==> config.mk <==
export PLATFORM = sky130hd
export DESIGN_NAME = control_sequencer
export DESIGN_NICKNAME = d
export VERILOG_FILES = /design/src/rtl/control_sequencer_pkg.sv /design/src/rtl/ctrl_flags_reg.sv /design/src/rtl/control_sequencer.sv
export SDC_FILE = /design/constraint.sdc
export NUM_CORES = 1
export LEC_CHECK = 0
export BUFFER_PORTS_ARGS = -buffer_cell sky130_fd_sc_hd__buf_2
export CAP_MARGIN = 15
export CORE_MARGIN = 2
export CORE_UTILIZATION = 45
export CTS_BUF_LIST = sky130_fd_sc_hd__clkbuf_16
export DETAILED_ROUTE_END_ITERATION = 10
export PLACE_DENSITY = 0.79
export SYNTH_ARGS = -nofsm -noshare
export SYNTH_HDL_FRONTEND = slang
export SYNTH_SLANG_ARGS = --single-unit
==> constraint.sdc <==
create_clock -name clock -period 3 [get_ports clock]
set_clock_uncertainty 0.15 [all_clocks]
set_input_delay 0.45 -clock clock [delete_from_list [all_inputs] [get_ports clock]]
set_output_delay 0.45 -clock clock [all_outputs]
set_load 0.02 [all_outputs]
==> src/rtl/control_sequencer_pkg.sv <==
// ----------------------------------------------------------------------------
// control_sequencer_pkg
// Shared definitions for the control sequencer: FSM state encoding, bit
// positions inside the 13-bit control word, the two I/O opcodes, the set of
// control bits that commit architectural state, and the illegal-decode word.
// ----------------------------------------------------------------------------
package control_sequencer_pkg;

   typedef enum logic [1:0] {
      state_fetch   = 2'd0,
      state_exec    = 2'd1,
      state_wait_io = 2'd2,
      state_halt    = 2'd3
   } state_t;

   localparam int ctrl_w = 13;

   // Control word bit map (identical for decode ROM output and gated ctrl).
   localparam int bit_inc_pc     = 12;
   localparam int bit_load_pc    = 11;
   localparam int bit_load_a     = 10;
   localparam int bit_load_flags = 9;
   localparam int bit_alu_sel_hi = 8;
   localparam int bit_alu_sel_lo = 6;
   localparam int bit_cs_ram     = 5;
   localparam int bit_we_ram     = 4;
   localparam int bit_oe_alu     = 3;
   localparam int bit_oe_in      = 2;
   localparam int bit_oe_oprnd   = 1;
   localparam int bit_load_out   = 0;

   localparam logic [3:0] op_in  = 4'b0101;
   localparam logic [3:0] op_out = 4'b1101;

   // Bits that change architectural state; they may only reach ctrl in the
   // cycle an instruction actually completes.
   localparam logic [ctrl_w-1:0] commit_mask =
        (13'd1 << bit_inc_pc)     | (13'd1 << bit_load_pc)
      | (13'd1 << bit_load_a)     | (13'd1 << bit_load_flags)
      | (13'd1 << bit_we_ram)     | (13'd1 << bit_load_out);

   // Decode ROM returns all-ones for an opcode/flag combination it does not
   // implement.
   localparam logic [ctrl_w-1:0] illegal_word = 13'h1fff;

endpackage

==> src/rtl/ctrl_flags_reg.sv <==
// ----------------------------------------------------------------------------
// ctrl_flags_reg
// Carry/zero flag register with load enable. Captures the ALU flags only in
// cycles where the committed control word asserts load_flags.
//   clock, reset   : clock, synchronous active-high reset (flags -> 0)
//   load           : committed load_flags
//   c_in, z_in     : ALU carry / zero
//   c_reg, z_reg   : held flags, fed back into the decode address
// ----------------------------------------------------------------------------
module ctrl_flags_reg (
   input  logic clock,
   input  logic reset,
   input  logic load,
   input  logic c_in,
   input  logic z_in,
   output logic c_reg,
   output logic z_reg
);

   // NOTE: registers are written with <= so every flop samples the values
   // from before the edge; blocking = here would create ordering races.
   always_ff @(posedge clock) begin
      if (reset) begin
         c_reg <= 1'b0;
         z_reg <= 1'b0;
      end else if (load) begin
         c_reg <= c_in;
         z_reg <= z_in;
      end
   end

endmodule

==> src/rtl/control_sequencer.sv <==
// ----------------------------------------------------------------------------
// control_sequencer
// Microsequencer that walks FETCH -> EXEC (-> WAIT_IO) per instruction, gates
// the externally decoded control word so state only commits when an
// instruction completes, and supports halt / single-step / illegal-decode.
//   clock, reset      : clock, synchronous active-high reset
//   enable, halt_req  : run mode / stop at next instruction boundary
//   step              : execute one instruction while halted
//   program_byte      : ROM word, [7:4] opcode, [3:0] operand
//   c_in, z_in        : ALU carry / zero
//   signals           : decode ROM word addressed by decode_addr
//   decode_addr       : {opcode, C, Z, phase}
//   ctrl              : gated control word
//   oprnd             : latched operand
//   in_valid/in_ready : input handshake for IN
//   out_valid/out_ack : output handshake for OUT
//   phase, halted, err: status (err is sticky until reset)
// ----------------------------------------------------------------------------
module control_sequencer
   import control_sequencer_pkg::*;
(
   input  logic              clock,
   input  logic              reset,
   input  logic              enable,
   input  logic              halt_req,
   input  logic              step,
   input  logic [7:0]        program_byte,
   input  logic              c_in,
   input  logic              z_in,
   input  logic [ctrl_w-1:0] signals,
   output logic [6:0]        decode_addr,
   output logic [ctrl_w-1:0] ctrl,
   output logic [3:0]        oprnd,
   input  logic              in_valid,
   output logic              in_ready,
   output logic              out_valid,
   input  logic              out_ack,
   output logic              phase,
   output logic              halted,
   output logic              err
);

   state_t     state;
   logic [3:0] opcode;
   logic       one_shot;
   logic       err_q;
   logic       c_reg;
   logic       z_reg;
   logic       active;
   logic       illegal;
   logic       complete;

   assign active  = (state == state_exec) || (state == state_wait_io);
   assign illegal = (signals == illegal_word)
                    && ((state == state_fetch) || (state == state_exec));

   // An instruction completes in EXEC/WAIT_IO once its handshake (if any)
   // is satisfied; ordinary opcodes complete in their single EXEC cycle.
   // NOTE: every variable written in always_comb gets a default first so no
   // path leaves it unassigned and no latch is inferred.
   always_comb begin
      complete = 1'b0;
      if (active) begin
         if (opcode == op_in)
            complete = in_valid;
         else if (opcode == op_out)
            complete = out_ack;
         else
            complete = 1'b1;
      end
   end

   always_comb begin
      ctrl = '0;
      if (!reset && !illegal) begin
         case (state)
            state_fetch:               ctrl = signals;
            state_exec, state_wait_io: ctrl = complete ? signals
                                                       : (signals & ~commit_mask);
            default:                   ctrl = '0;
         endcase
      end
   end

   ctrl_flags_reg u_flags (
      .clock (clock),
      .reset (reset),
      .load  (ctrl[bit_load_flags]),
      .c_in  (c_in),
      .z_in  (z_in),
      .c_reg (c_reg),
      .z_reg (z_reg)
   );

   always_ff @(posedge clock) begin
      if (reset) begin
         state    <= state_fetch;
         opcode   <= 4'd0;
         oprnd    <= 4'd0;
         one_shot <= 1'b0;
         err_q    <= 1'b0;
      end else begin
         case (state)
            state_fetch: begin
               if (illegal) begin
                  err_q    <= 1'b1;
                  one_shot <= 1'b0;
                  state    <= state_halt;
               end else begin
                  opcode <= program_byte[7:4];
                  oprnd  <= program_byte[3:0];
                  state  <= state_exec;
               end
            end
            state_exec, state_wait_io: begin
               if (illegal) begin
                  err_q    <= 1'b1;
                  one_shot <= 1'b0;
                  state    <= state_halt;
               end else if (complete) begin
                  // Instruction boundary: a pending stop or a finished
                  // single step parks the sequencer.
                  one_shot <= 1'b0;
                  if (halt_req || !enable || one_shot)
                     state <= state_halt;
                  else
                     state <= state_fetch;
               end else begin
                  state <= state_wait_io;
               end
            end
            state_halt: begin
               // Free-run takes priority over a simultaneous step.
               if (enable && !halt_req) begin
                  one_shot <= 1'b0;
                  state    <= state_fetch;
               end else if (step) begin
                  one_shot <= 1'b1;
                  state    <= state_fetch;
               end
            end
            default: state <= state_fetch;
         endcase
      end
   end

   assign phase       = active;
   assign decode_addr = {opcode, c_reg, z_reg, phase};
   assign in_ready    = !reset && active && (opcode == op_in);
   assign out_valid   = !reset && active && (opcode == op_out);
   assign halted      = !reset && (state == state_halt);
   assign err         = !reset && err_q;

endmodule

# Word-level counts from Yosys, hierarchy flattened
# Index checks and enable logic that the tools add are counted.
# totals
out_inout_bits	29
elab_cells	58
in_bits	30
reg_bits	14
# classes
n_eq_ne	9
bitwise_logic	1
n_reduce_logical	22
muxes	19
# ops
operator	n
$mux 13	2
$pmux 13 s2	1
$eq 13x13->1 const B	1
$mux 2	6
$logic_and 1x1->1	8
$mux 1	8
$ne 3x3->1 const B	2
$pmux 2 s3	1
$eq 2x2->1 const B	2
$eq 4x3->1 const B	1
$eq 4x4->1 const B	1
$logic_not 1->1	4
$logic_or 1x1->1	4
$reduce_and 2->1	2
$pmux 1 s3	1
$reduce_and 3->1	1
$reduce_or 3->1	1
$eq 2x1->1 const B	1
$logic_not 2->1	1
$ne 2x2->1 const B	1
$reduce_or 2->1	1
$not 1->1	1

# Logic depth before layout (Yosys ltp)
# depth
word_depth	7
ltp_mapped	7
depth_no_buf	6

# Hierarchy
# Synthesis repeated with hierarchy kept, for this count alone.
# unflattened
cells_unflattened	97
area_unflattened_um2	869.6
# modules_own_cells
module	cells_per_inst	instances	seq_area_each_um2	area_per_inst_um2
control_sequencer	91	1	240.2	802.0
ctrl_flags_reg	6	1	40.0	67.6

# Least setup slack after synthesis
# No wires, ideal clock.
# synth_timing
path_kind	register to output
start	register state[0]
end	output port ctrl[0]
path_slack_ns	0.680
path_stages_with_launch	7
t_arrival_ns	1.720
n_path_buf	0
required_time_ns	2.400
cell_sequence	dfxtp_1 -> inv_1 -> ha_1 -> or2_2 -> nand2_1 -> nor3b_1 -> and2_1
# synth_between
elab_chain_len	6
elab_cells_between_ends	13
cone_classes	eq/ne (2); mux (4); reduce/logical (7)
# synth_lines
element	line	rtl
start: declaration	control_sequencer.sv:43	state_t state;
start signal: assignment	control_sequencer.sv:97	state <= state_fetch;
start signal: assignment	control_sequencer.sv:108	state <= state_halt;
start signal: assignment	control_sequencer.sv:112	state <= state_exec;
$eq 2x1->1 or $eq 2x2->1 (tied branches)	control_sequencer.sv:53	assign active = (state == state_exec) || (state == state_wait_io);
$logic_or 1x1->1 *	control_sequencer.sv:53	
net phase	control_sequencer.sv:38	output logic phase,
$mux 1 *	control_sequencer.sv:63	if (active) begin
$mux 13 *	control_sequencer.sv:78	state_exec, state_wait_io: ctrl = complete ? signals
$pmux 13 s2 *	control_sequencer.sv:76	case (state)
$mux 13 *	control_sequencer.sv:75	if (!reset && !illegal) begin
end: declaration	control_sequencer.sv:32	output logic [ctrl_w-1:0] ctrl,
# The timed path passes the listed nets; every way through them passes the cells marked *.

# Worst setup path in the final report
# layout_timing
start	register state[0]
end	output port ctrl[0]
# layout_between
elab_chain_len	6
elab_cells_between_ends	13
cone_classes	eq/ne (2); mux (4); reduce/logical (7)
# layout_lines
element	line
$eq 2x1->1 (tied with other cells)	control_sequencer.sv:53, control_sequencer.sv:55, control_sequencer.sv:76
$logic_or 1x1->1, on equally long branches	control_sequencer.sv:53, control_sequencer.sv:55
$mux 1 or $logic_and 1x1->1 (tied branches)	control_sequencer.sv:63, control_sequencer.sv:55
$mux 13 or $logic_not 1->1 (tied branches)	control_sequencer.sv:78, control_sequencer.sv:75
$pmux 13 s2 or $logic_and 1x1->1 (tied branches)	control_sequencer.sv:76, control_sequencer.sv:75
$mux 13 *	control_sequencer.sv:75
# Every way passes the cells marked *; elsewhere a longest branch is shown, timed or not.

==> results.yml <==
outcome:
  status: "finished clean"
setup_path:
  end_kind: "output port"
  crit_chain: "inv_1 -> ha_2 -> o211ai_2 -> nor4_4 -> nor3b_1 -> and2_1 -> buf_2"
  arrival_ps: 2130
  worst_path_max_delay_cell: "dfxtp_1"
  cp_max_fo: 14
  crit_family: "simple AND/OR/NAND/NOR gates"
  worstSetupPathType: "flop to output port"
  reg2reg_from: "state[0]$_SDFFE_PP0P_"
  crit_required_ps: 2400
  cp_slowest_stage_delay_ps: 380
  startpoint: "state[0]$_SDFFE_PP0P_"
  crit_path_start_kind: "flop"
  crit_buf_inv: 2
die:
  rows: 16
  coreArea_mm2: 0.001982
  start_util_pct: 48.48
  die_y_um: 50.21
  die-area_mm2: 0.002521
  io_pins: 59
  die_w_um: 50.21
layout:
  antenna_cells: 0
  final_cell_mix: "58 x buf_2, 14 x dfxtp_1, 13 x and2_1"
  nFillCells: 175
  syn_to_final_growth_pct: 36.72
  final_util_pct: 66.29
  reg.largest.list: "opcode x4, oprnd x4, state x2"
  final_common_cell: "buf_2"
  fin_nets: 195
  layout-drive-gt1-share_pct: 45.96
clock_network:
  clk_latency_ps: 240
  clk_path_buf_depth: 2
  ctsHoldBuffers: 0
  clk_pin_slew_ps: 50
  htree_levels: 1
  root_buffer: "clkbuf_16"
  cts_buffers: 3
  cts_sinks: 14
  tritoncts: "done"
  cts_resized: 0
  post_cts_buffers: 0
global_route:
  grt.total_usage_pct: 21.51
  grt_pass1_wl_um: 4181
  grt_overflow: 0
  antenna_found_initial: 0
  grt_start_max_net_pins: 19
  grt_pass1_vias: 924
sta:
  tightest_slew_ps: 532.3
  fin_tns_setup_ps: 0
  drv_slew: 0
  hold_violations: 0
  rsz0062_at_grt: "false"
  worst_slack_ps: 271.0
  slew_headroom_pct: 64.39
  finalSetupViolCount: 0
  hold_slack_ps: 291.2
  period_minus_slack_ps: 2729
  post-route-period-util_pct: 90.97
  fmax_mhz: 366.4
power_and_ir_drop:
  power_density_mw_per_mm2: 588.2
  peakVddDrop_mv: 0.4097
  leakage_nw: 0.6744
job:
  maxCapViolations: 0
yosys:
  seq_area_frac_synth_pct: 29.17
  syn-cell-area_um2: 960.9
  yosysTopAreaCell: "dfxtp_1"
  ys_types: 35
  synth_area_leaders: "dfxtp_1 29%, and2_1 8.5%, nand3_1 5.2%, nand2_1 4.3%, a21oi_1 4.2%"
  ys_ff_latch: 14
  avgSynthCellArea_um2: 8.981
  syn_inst: 107
  syn_nets: 140
  synth.top_cell.area_share_pct: 29.17
  yosysWarnings: 0
routing:
  first_iter_violations: 11
  avgRoutedWirePerCell_um: 13.43
  vias: 990
  wl_um: 2524
  firstDrtPassIters: 4
  drc: 0
  ant_nets: 0
  vias_per_cell: 5.266
placed_design:
  gp_congestion: 0.7391
  hpwl_um: 1981
  preCtsSetupSlack_ps: 329.3
  portBuffers: 58
worst_hold_path:
  hold_path.startpoint: "z_in"
  hold_path_class: "input port to flop"
path summary, 6_finish.rpt:
kind / to / slack [ps] / depth (start not counted)
setup / recovery: ctrl[0] / 270 / 7
hold / removal: u_flags.z_reg$_SDFFE_PP0P_ / 290 / 2
setup reg to reg: u_flags.z_reg$_SDFFE_PP0P_ / 900 / 6
hold reg to reg: oprnd[1]$_SDFFE_PP0P_ / 300 / 2
synth_stat cells, drive strengths merged:
library cell   n
clkbuf         2
nand3b         1
nor2b          5
ha             3
a311oi         1
nor4           1
nor4b          2
a21oi          8
dfxtp         14
o41ai          1
inv            3
nand4          2
mux2           2
or4            1
nor3b          1
o211ai         1
mux2i          4
nor2           3
a32o           1
a41oi          1
a21o           1
o21ai          2
a211oi         1
nand2b         3
nand4b         1
buf            6
and2          13
or2            1
nand2         11
nor4bb         1
nand3         10
cells by family after synthesis:
| group | count (synthesis) | synth area share, % |
|---|---|---|
| AND/OR/NAND/NOR | 56 | 38.80 |
| multiplexers | 6 | 6.510 |
| flip-flops | 14 | 29.17 |
| adder cells (fa/ha/maj) | 3 | 3.907 |
| AO/OA/AOI/OAI | 17 | 14.97 |
| buffers and inverters | 11 | 6.641 |
cell type report:
cell class,count,area (um^2),area share [%]
multi-input combinational,82,619.3,47.14
timing repair buffer,58,290.3,22.10
sequential,14,280.3,21.33
clock buffer,3,75.07,5.714
tap,27,33.78,2.571
inverter,3,11.26,0.8571
clock inverter,1,3.754,0.2857
layer usage:
metal  track usage [%]  part of all wire (%)
met5                 0                     0
met4             6.944                   1.1
met2             40.35                    51
met1             23.52                    37
met3             4.762                    10
metrics by stage:
| stage | cell area, um^2 | std cells | total power, mW |
|---|---|---|---|
| after global placement | 1232 | 184 | 0.5128 |
| after global routing | 1314 | 188 | 0.8159 |
| after floorplan | 960.9 | 107 | 0.4414 |
| after CTS | 1311 | 188 | 0.7745 |
| after detailed placement | 1232 | 184 | 0.5209 |
| final | 1314 | 188 | 0.7727 |
power by group:
part / switching (mW) / leakage [nW] / internal, mW
clock: 0.0762 / 0.0385 / 0.176
sequential: 0.0170 / 0.115 / 0.209
combinational: 0.175 / 0.521 / 0.120
Power figures use the tool's default switching activity.
